<file path="src/rtl/integrate_dump.sv">
// integrate_dump: integrate-and-dump decimator.
// Sums each group of N unsigned samples from a valid/ready input stream and
// emits one (sum, count) word per group on a valid/ready output stream.
// A level-sensitive flush dumps a short group early.
// Optional feature macro: INTDUMP_MEAN_EN adds out_mean, the rounded mean of
// the emitted group, registered alongside out_sum.
module integrate_dump #(
  parameter  int DW = 16,
  parameter  int N  = 8,
  localparam int SW = DW + $clog2(N),
  localparam int CW = $clog2(N + 1)
) (
  input  logic          clk,
  input  logic          rst,
  input  logic          in_valid,
  output logic          in_ready,
  input  logic [DW-1:0] in_data,
  input  logic          flush,
  output logic          out_valid,
  input  logic          out_ready,
`ifdef INTDUMP_MEAN_EN
  output logic [DW-1:0] out_mean,
`endif
  output logic [SW-1:0] out_sum,
  output logic [CW-1:0] out_cnt
);

  localparam logic [CW-1:0] LAST = CW'(N - 1);

  if (N < 2 || N > 256) begin : g_bad_n
    $error("integrate_dump: N must lie in 2..256");
  end

  // Running group state
  logic [SW-1:0] acc;
  logic [CW-1:0] cnt;

  // Handshake / next-word terms
  logic          slot_free;
  logic          dump_wanted;
  logic          take;
  logic          dump;
  logic [SW-1:0] grp_sum;
  logic [CW-1:0] grp_cnt;

  // Input acceptance and dump decision; the out_ready -> in_ready path is
  // combinational on purpose so a freed slot admits the completing sample
  // in the same cycle.
  always_comb begin
    slot_free   = !out_valid || out_ready;
    dump_wanted = (cnt == LAST) || flush;
    in_ready    = !(dump_wanted && !slot_free);
    take        = in_valid && in_ready;
    grp_sum     = acc + (take ? SW'(in_data) : '0);
    grp_cnt     = cnt + CW'(take);
    dump        = ((take && (cnt == LAST)) || (flush && (grp_cnt != '0)))
                  && slot_free;
  end

`ifdef INTDUMP_MEAN_EN
  localparam int LOG2N = $clog2(N);

  if ((N & (N - 1)) != 0) begin : g_bad_pow2
    $error("integrate_dump: INTDUMP_MEAN_EN requires N to be a power of two");
  end

  // Rounded mean (s + c/2) / c; full groups divide by shifting, short
  // groups fall back to a true divider. The result always fits in DW bits
  // because the mean of DW-bit samples cannot exceed 2^DW-1.
  function automatic logic [DW-1:0] round_mean(input logic [SW-1:0] s,
                                               input logic [CW-1:0] c);
    logic [SW:0] num;
    num = {1'b0, s} + (SW+1)'(c >> 1);
    if (c == '0)
      round_mean = '0;
    else if (c == CW'(N))
      round_mean = DW'(num >> LOG2N);
    else
      round_mean = DW'(num / (SW+1)'(c));
  endfunction

  logic [DW-1:0] mean_next;

  // Mean of the word about to be loaded
  always_comb begin
    mean_next = round_mean(grp_sum, grp_cnt);
  end

  // Mean register, loaded together with out_sum
  always_ff @(posedge clk or posedge rst) begin
    if (rst)
      out_mean <= '0;
    else if (dump)
      out_mean <= mean_next;
  end
`endif

  // Accumulator, group counter and output word register
  always_ff @(posedge clk or posedge rst) begin
    if (rst) begin
      acc       <= '0;
      cnt       <= '0;
      out_valid <= 1'b0;
      out_sum   <= '0;
      out_cnt   <= '0;
    end else if (dump) begin
      out_sum   <= grp_sum;
      out_cnt   <= grp_cnt;
      out_valid <= 1'b1;
      acc       <= '0;
      cnt       <= '0;
    end else begin
      if (take) begin
        acc <= grp_sum;
        cnt <= grp_cnt;
      end
      if (out_valid && out_ready)
        out_valid <= 1'b0;
    end
  end

endmodule

</file>
<file path="config.mk">
export PLATFORM = sky130hd
export DESIGN_NAME = integrate_dump
export DESIGN_NICKNAME = d
export VERILOG_FILES = /design/src/rtl/integrate_dump.sv
export SDC_FILE = /design/constraint.sdc
export NUM_CORES = 1
export LEC_CHECK = 0
export ABC_AREA = 1
export BUFFER_PORTS_ARGS = -buffer_cell sky130_fd_sc_hd__buf_2
export CAP_MARGIN = 20
export CORE_ASPECT_RATIO = 1.4
export CORE_MARGIN = 4
export CORE_UTILIZATION = 50
export DETAILED_ROUTE_END_ITERATION = 10
export MAX_ROUTING_LAYER = met4
export PLACE_DENSITY_LB_ADDON = 0.25
export SETUP_SLACK_MARGIN = 0.2
export SLEW_MARGIN = 20
export SYNTH_ARGS = -nofsm -noshare
export SYNTH_HDL_FRONTEND = slang
export SYNTH_SLANG_ARGS = --single-unit
</file>
<file path="constraint.sdc">
create_clock -name clk -period 3.1 [get_ports clk]
set_input_delay 0.155 -clock clk [delete_from_list [all_inputs] [get_ports clk]]
set_output_delay 0.155 -clock clk [all_outputs]
set_load 0.03 [all_outputs]
</file>
* Word level (Yosys, flattened, before mapping)
Cells that the tools add are included. W data, S select, Z words.
Word-level totals: register bits after elaboration 47, output and inout bits 25, bits of input ports 21
Operators by class: add/subtract/negate cells 2, eq/ne operators 1, muxes and demuxes 7, reductions and logical operators 15
Operators by type and width (count):
- $mux W19 | 2
- $add A19 B16 Y19 | 1
- $mux W16 | 1
- $mux W4 | 2
- $logic_and A1 B1 Y1 | 6
- $add A4 B1 Y4 | 1
- $eq A4 B3 Y1 const B | 1
- $reduce_bool A2 Y1 | 2
- $reduce_bool A4 Y1 | 1
- $logic_not A1 Y1 | 3
- $logic_or A1 B1 Y1 | 3
- $mux W1 | 2

* Longest topological paths before layout
depth after elaboration 12, mapped depth 22

* Worst setup path after synthesis
No wires, ideal clock.
kind reg2reg, from register out_valid, to register acc[16], stages on the path, launching flop included 20, slack 0.444 ns, data required time 2.983 ns, period minus slack after synthesis 2.656 ns, arrival time 2.539 ns, path through dfrtp_1 -> inv_1 -> nor2_1 -> nand2_2 -> nand2_2 -> buf_2 -> nor2_1 -> ha_1 -> inv_1 -> fa_1 -> inv_1 -> nand3_1 -> nand3_1 -> nand2_1 -> nand3_1 -> nand2_1 -> nand3_1 -> nand2_1 -> nand2_1 -> nand2_1
On the way: cells in the longest elaborated chain, start to end 12, elaborated cells on any way between the ends 17
RTL lines:
- start: declaration | line 19 | output logic out_valid,
- start signal: assignment | line 103 | out_valid <= 1'b0;
- start signal: assignment | line 109 | out_valid <= 1'b1;
- start signal: assignment | line 118 | out_valid <= 1'b0;
- $logic_not A1 Y1 * | line 50 | slot_free = !out_valid || out_ready;
- $logic_or A1 B1 Y1 * | line 50
- $logic_not A1 Y1 * | line 52 | in_ready = !(dump_wanted && !slot_free);
- $logic_and A1 B1 Y1 * | line 52
- $logic_not A1 Y1 * | line 52
- net in_ready | line 16 | output logic in_ready,
- $logic_and A1 B1 Y1 * | line 53 | take = in_valid && in_ready;
- branches (longest 6 deep; another with $add A19 B16 Y19)
- end signal: assignment | line 114 | acc <= grp_sum;
- end: declaration | line 35 | logic [SW-1:0] acc;
Mark *: on every way through the listed nets, which the timed path passes. The select of a mux whose other input is x is not followed. A chain may end at the register's enable or synchronous reset.

* Worst setup path after layout
from register cnt[3], to register acc[9]
On the way: cells in the longest elaborated chain, start to end 11, elaborated cells on any way between the ends 16
RTL lines:
- start: declaration | line 36 | logic [CW-1:0] cnt;
- start signal: assignment | line 115 | cnt <= grp_cnt;
- branches (longest 11 deep; another with $add A19 B16 Y19)
Several ways; the timed one is not identified. The select of a mux whose other input is x is not followed.

==> flow_summary_export.csv <==
group,metric,value,unit
cts,insertion_delay,0.30,ns
run,cap_violations,0,
route,drt-pass1-iter-count,4,
die,core_area,6210,um^2
cts,clock_path_buffers,2,
synthesis,synthCells,465,
hold_path,hold_class,"primary input to asynchronous set/reset pin",
status,outcome,"complete, but fails checks",
layout,num_antenna_cells,0,
power_and_ir_drop,combPwrFrac,0.540,
layout,utilization,0.572,
synthesis,synth-seq-cells,47,
power_and_ir_drop,net-switching-power,1460,uW
place,dp_hpwl,5930,um
place,port_buffers,45,
timing,fin_hold_ws,-0.0148,ns
timing,setup_viol,0,
power_and_ir_drop,seq_power_share,0.334,
status,failed_checks,"negative hold slack",
grt,grt_pass1_vias,3013,
synthesis,synth-seq-area-share,0.369,
layout,stdcell_area,3550,um^2
setup_path,crit_path_cell_trace,"nor2_1 > nand2_1 > nand2_1 > nand2_2 > nand2_2 > buf_4 > nor2_1 > ha_1 > nand2_1 > nor2_1 > nand3_1 > nand3_1 > xor2_1 > nand2_1 > nand2_1",
grt,overflow,0,
timing,min_period_over_period,0.857,
synthesis,syn_nets,505,
setup_path,worstPathRequired,3.34,ns
layout,drive_gt1_frac,0.150,
setup_path,cp-end-kind,"flip-flop",
cts,cts-hold-fix-buffers,0,
die,die_h,102,um
die,die-area,7730,um^2
setup_path,path_class,"flip-flop to flip-flop",
grt,grt_usage,0.221,
power_and_ir_drop,switching_share,0.493,
synthesis,syn-mean-instance-area,6.85,um^2
die,num_rows,34,
place,place_area,3450,um^2
route,wl_per_cell,13.0,um
timing,min_period,2.66,ns
route,viasPerCell,5.08,
cts,numClockSinks,47,
power_and_ir_drop,powerDensity,833,nW/um^2
die,num_io_pins,46,
timing,final_hold_viol_count,47,
setup_path,arrival,2.89,ns
timing,rsz0062_at_grt,"yes",
layout,area_growth,11.6,%
setup_path,cp_common_cell,"nand2_1",
grt,antenna_found_initial,0,
power_and_ir_drop,p_leak,0.00218,uW
route,ant_nets,0,
power_and_ir_drop,peakVddDrop,481,uV
timing,tns,0,ns
setup_path,slowest_stage,"dfrtp_1",
cts,tritoncts,"built",
route,drc,0,
synthesis,ys_warn_count,0,
route,drtIter0Drc,131,
cts,root_buffer,"clkbuf_8",
setup_path,crit_buf_inv,1,
synthesis,mappedNetlistArea,3180,um^2
setup_path,critPathMaxStageDelay,0.41,ns
setup_path,crit_family,"simple AND/OR/NAND/NOR gates",
grt,grt_pass1_wl,13000,um
power_and_ir_drop,p_int,1500,uW
setup_path,path_max_fanout,16,
synthesis,post_synth_num_cell_types,24,
grt,grt_max_degree,48,
die,initial_core_util,0.513,
setup_path,crit_path_start_kind,"flip-flop",
timing,relSlewSlack,0.451,
route,routed_wl,7570,um
die,die_x,75.4,um
timing,finalMaxSlewViolations,0,
power_and_ir_drop,pwr-share-clk,0.127,
cts,cts_buffers,5,
place,gp_congestion,0.924,
timing,timing.fmax,377,MHz
power_and_ir_drop,total_power,2960,uW
cts,h-tree-depth,2,
route,vias,2964,
cts,cts_setup_buffers,0,
layout,nets,551,
timing,worst_pin_slew,0.823,ns
cts,clkTransAtPathRegs,0.09,ns
timing,skew,0.00820,ns
-- routing by layer --
layer  global-route usage  share of wire  vias to the layer above
met1                0.254           0.41                     1367
met4               0.0861          0.029                        0
met2                0.382           0.53                       50
li1                     -              -                     1529
met3               0.0305          0.030                       18
met5                    -              0                        -
-- worst register-to-register path: stages, from the launching register on --
cell,delay [ns]
dfrtp_1,0.41
nor2_1,0.14
nand2_1,0.09
nand2_1,0.08
nand2_2,0.08
nand2_2,0.10
buf_4,0.22
nor2_1,0.07
ha_1,0.37
nand2_1,0.13
nor2_1,0.21
nand3_1,0.14
nand3_1,0.16
xor2_1,0.26
nand2_1,0.08
nand2_1,0.06
-- cell usage in the layout, fill, tap and decap left out --
cell and count:
a21oi_1 13, a21oi_4 1, and2_1 1, buf_2 45
buf_4 4, buf_6 1, clkbuf_1 1, clkbuf_8 5
clkinv_2 2, clkinvlp_4 1, dfrtp_1 47, fa_1 1
ha_1 18, inv_1 63, inv_4 1, nand2_1 178
nand2_2 13, nand2_4 1, nand2_8 1, nand3_1 46
nand3_2 2, nand4_1 3, nor2_1 39, nor3_1 4
o21ai_0 8, o21ai_1 4, xnor2_1 1, xor2_1 8
-- timing repair --
action | 4_1_cts | 5_1_grt
endpoints found under the hold margin | 0 | 0
resized for setup | 0 | 3
setup endpoints to repair | 0 | 12
-- Yosys cell counts --
cell type | instances | share of area
o21ai_0 | 8 | 0.013
nand2_1 | 178 | 0.21
nor3_1 | 4 | 0.0063
buf_2 | 6 | 0.0094
xnor2_1 | 1 | 0.0028
o21ai_1 | 4 | 0.0063
a21oi_4 | 1 | 0.0051
nor2_1 | 39 | 0.046
inv_1 | 64 | 0.075
fa_1 | 1 | 0.0063
nand2_4 | 2 | 0.0071
buf_12 | 1 | 0.0063
nand2_2 | 13 | 0.026
buf_6 | 2 | 0.0071
and2_1 | 1 | 0.0020
buf_4 | 2 | 0.0047
nand3_2 | 1 | 0.0031
nand3_1 | 47 | 0.074
xor2_1 | 8 | 0.022
dfrtp_1 | 47 | 0.37
nand4_1 | 3 | 0.0059
inv_4 | 1 | 0.0020
a21oi_1 | 13 | 0.020
ha_1 | 18 | 0.071
-- layout make-up --
| class | count | area [um^2] |
|---|---|---|
| flip-flops and latches | 47 | 1180 |
| clock inverters | 2 | 12.5 |
| multi-input cells | 342 | 1690 |
| well taps | 72 | 90.1 |
| fillers | 644 | 2660 |
| inverters | 65 | 248 |
| repair buffers | 50 | 267 |
| clock buffers | 6 | 72.6 |
-- stage by stage --
| stage | std cells | setup WS [ns] | hold slack (ns) |
|---|---|---|---|
| final | 584 | 0.444 | -0.0148 |
| after detailed placement | 576 | 0.422 | 0.459 |
| after floorplan | 465 | 0.444 | 0.453 |
| after CTS | 584 | 0.396 | 0.126 |
| after global routing | 584 | 0.191 | 0.0544 |
| after global placement | 576 | 0.509 | 0.441 |
-- cell families (layout without fill, tap and decap cells) --
kind of cell / after synthesis / in the layout / share of synthesized area
simple gates: 288 / 288 / 0.380
buf+inv: 76 / 123 / 0.105
flops: 47 / 47 / 0.369
compound gates: 26 / 26 / 0.0444
fa+ha+maj: 19 / 19 / 0.0770
xor+xnor: 9 / 9 / 0.0248
-- state kept, by name, indices dropped and copies added, names as in the netlist --
signal,cells
out_valid,1
out_cnt,4
acc,19
cnt,4
out_sum,19
-- power groups by stage --
stage	Sequential [uW]	Combinational (uW)	Clock, uW
4_1_cts	988	1600	385
3_3_place_gp	991	1570	0
2_1_floorplan	1190	1020	0
6_report	987	1600	375
5_1_grt	1010	1810	404
3_5_place_dp	999	1590	0
-- worst paths after layout --
| kind | startpoint | endpoint | slack (ns) | depth (start not counted) |
|---|---|---|---|---|
| min in group clk | out_ready | out_valid$_DFFE_PP0P_ | 0.33 | 4 |
| worst max-delay path | cnt[3]$_DFFE_PP0P_ | acc[9]$_DFFE_PP0P_ | 0.44 | 15 |
| max in group asynchronous | rst | out_sum[12]$_DFFE_PP0P_ | 2.63 | 2 |
| worst min register to register | out_sum[13]$_DFFE_PP0P_ | out_sum[13]$_DFFE_PP0P_ | 0.48 | 2 |
| worst min-delay path | rst | out_cnt[2]$_DFFE_PP0P_ | -0.01 | 2 |
| worst max register to register | cnt[3]$_DFFE_PP0P_ | acc[9]$_DFFE_PP0P_ | 0.44 | 15 |
Note: power is estimated with default switching activity, not from simulation.
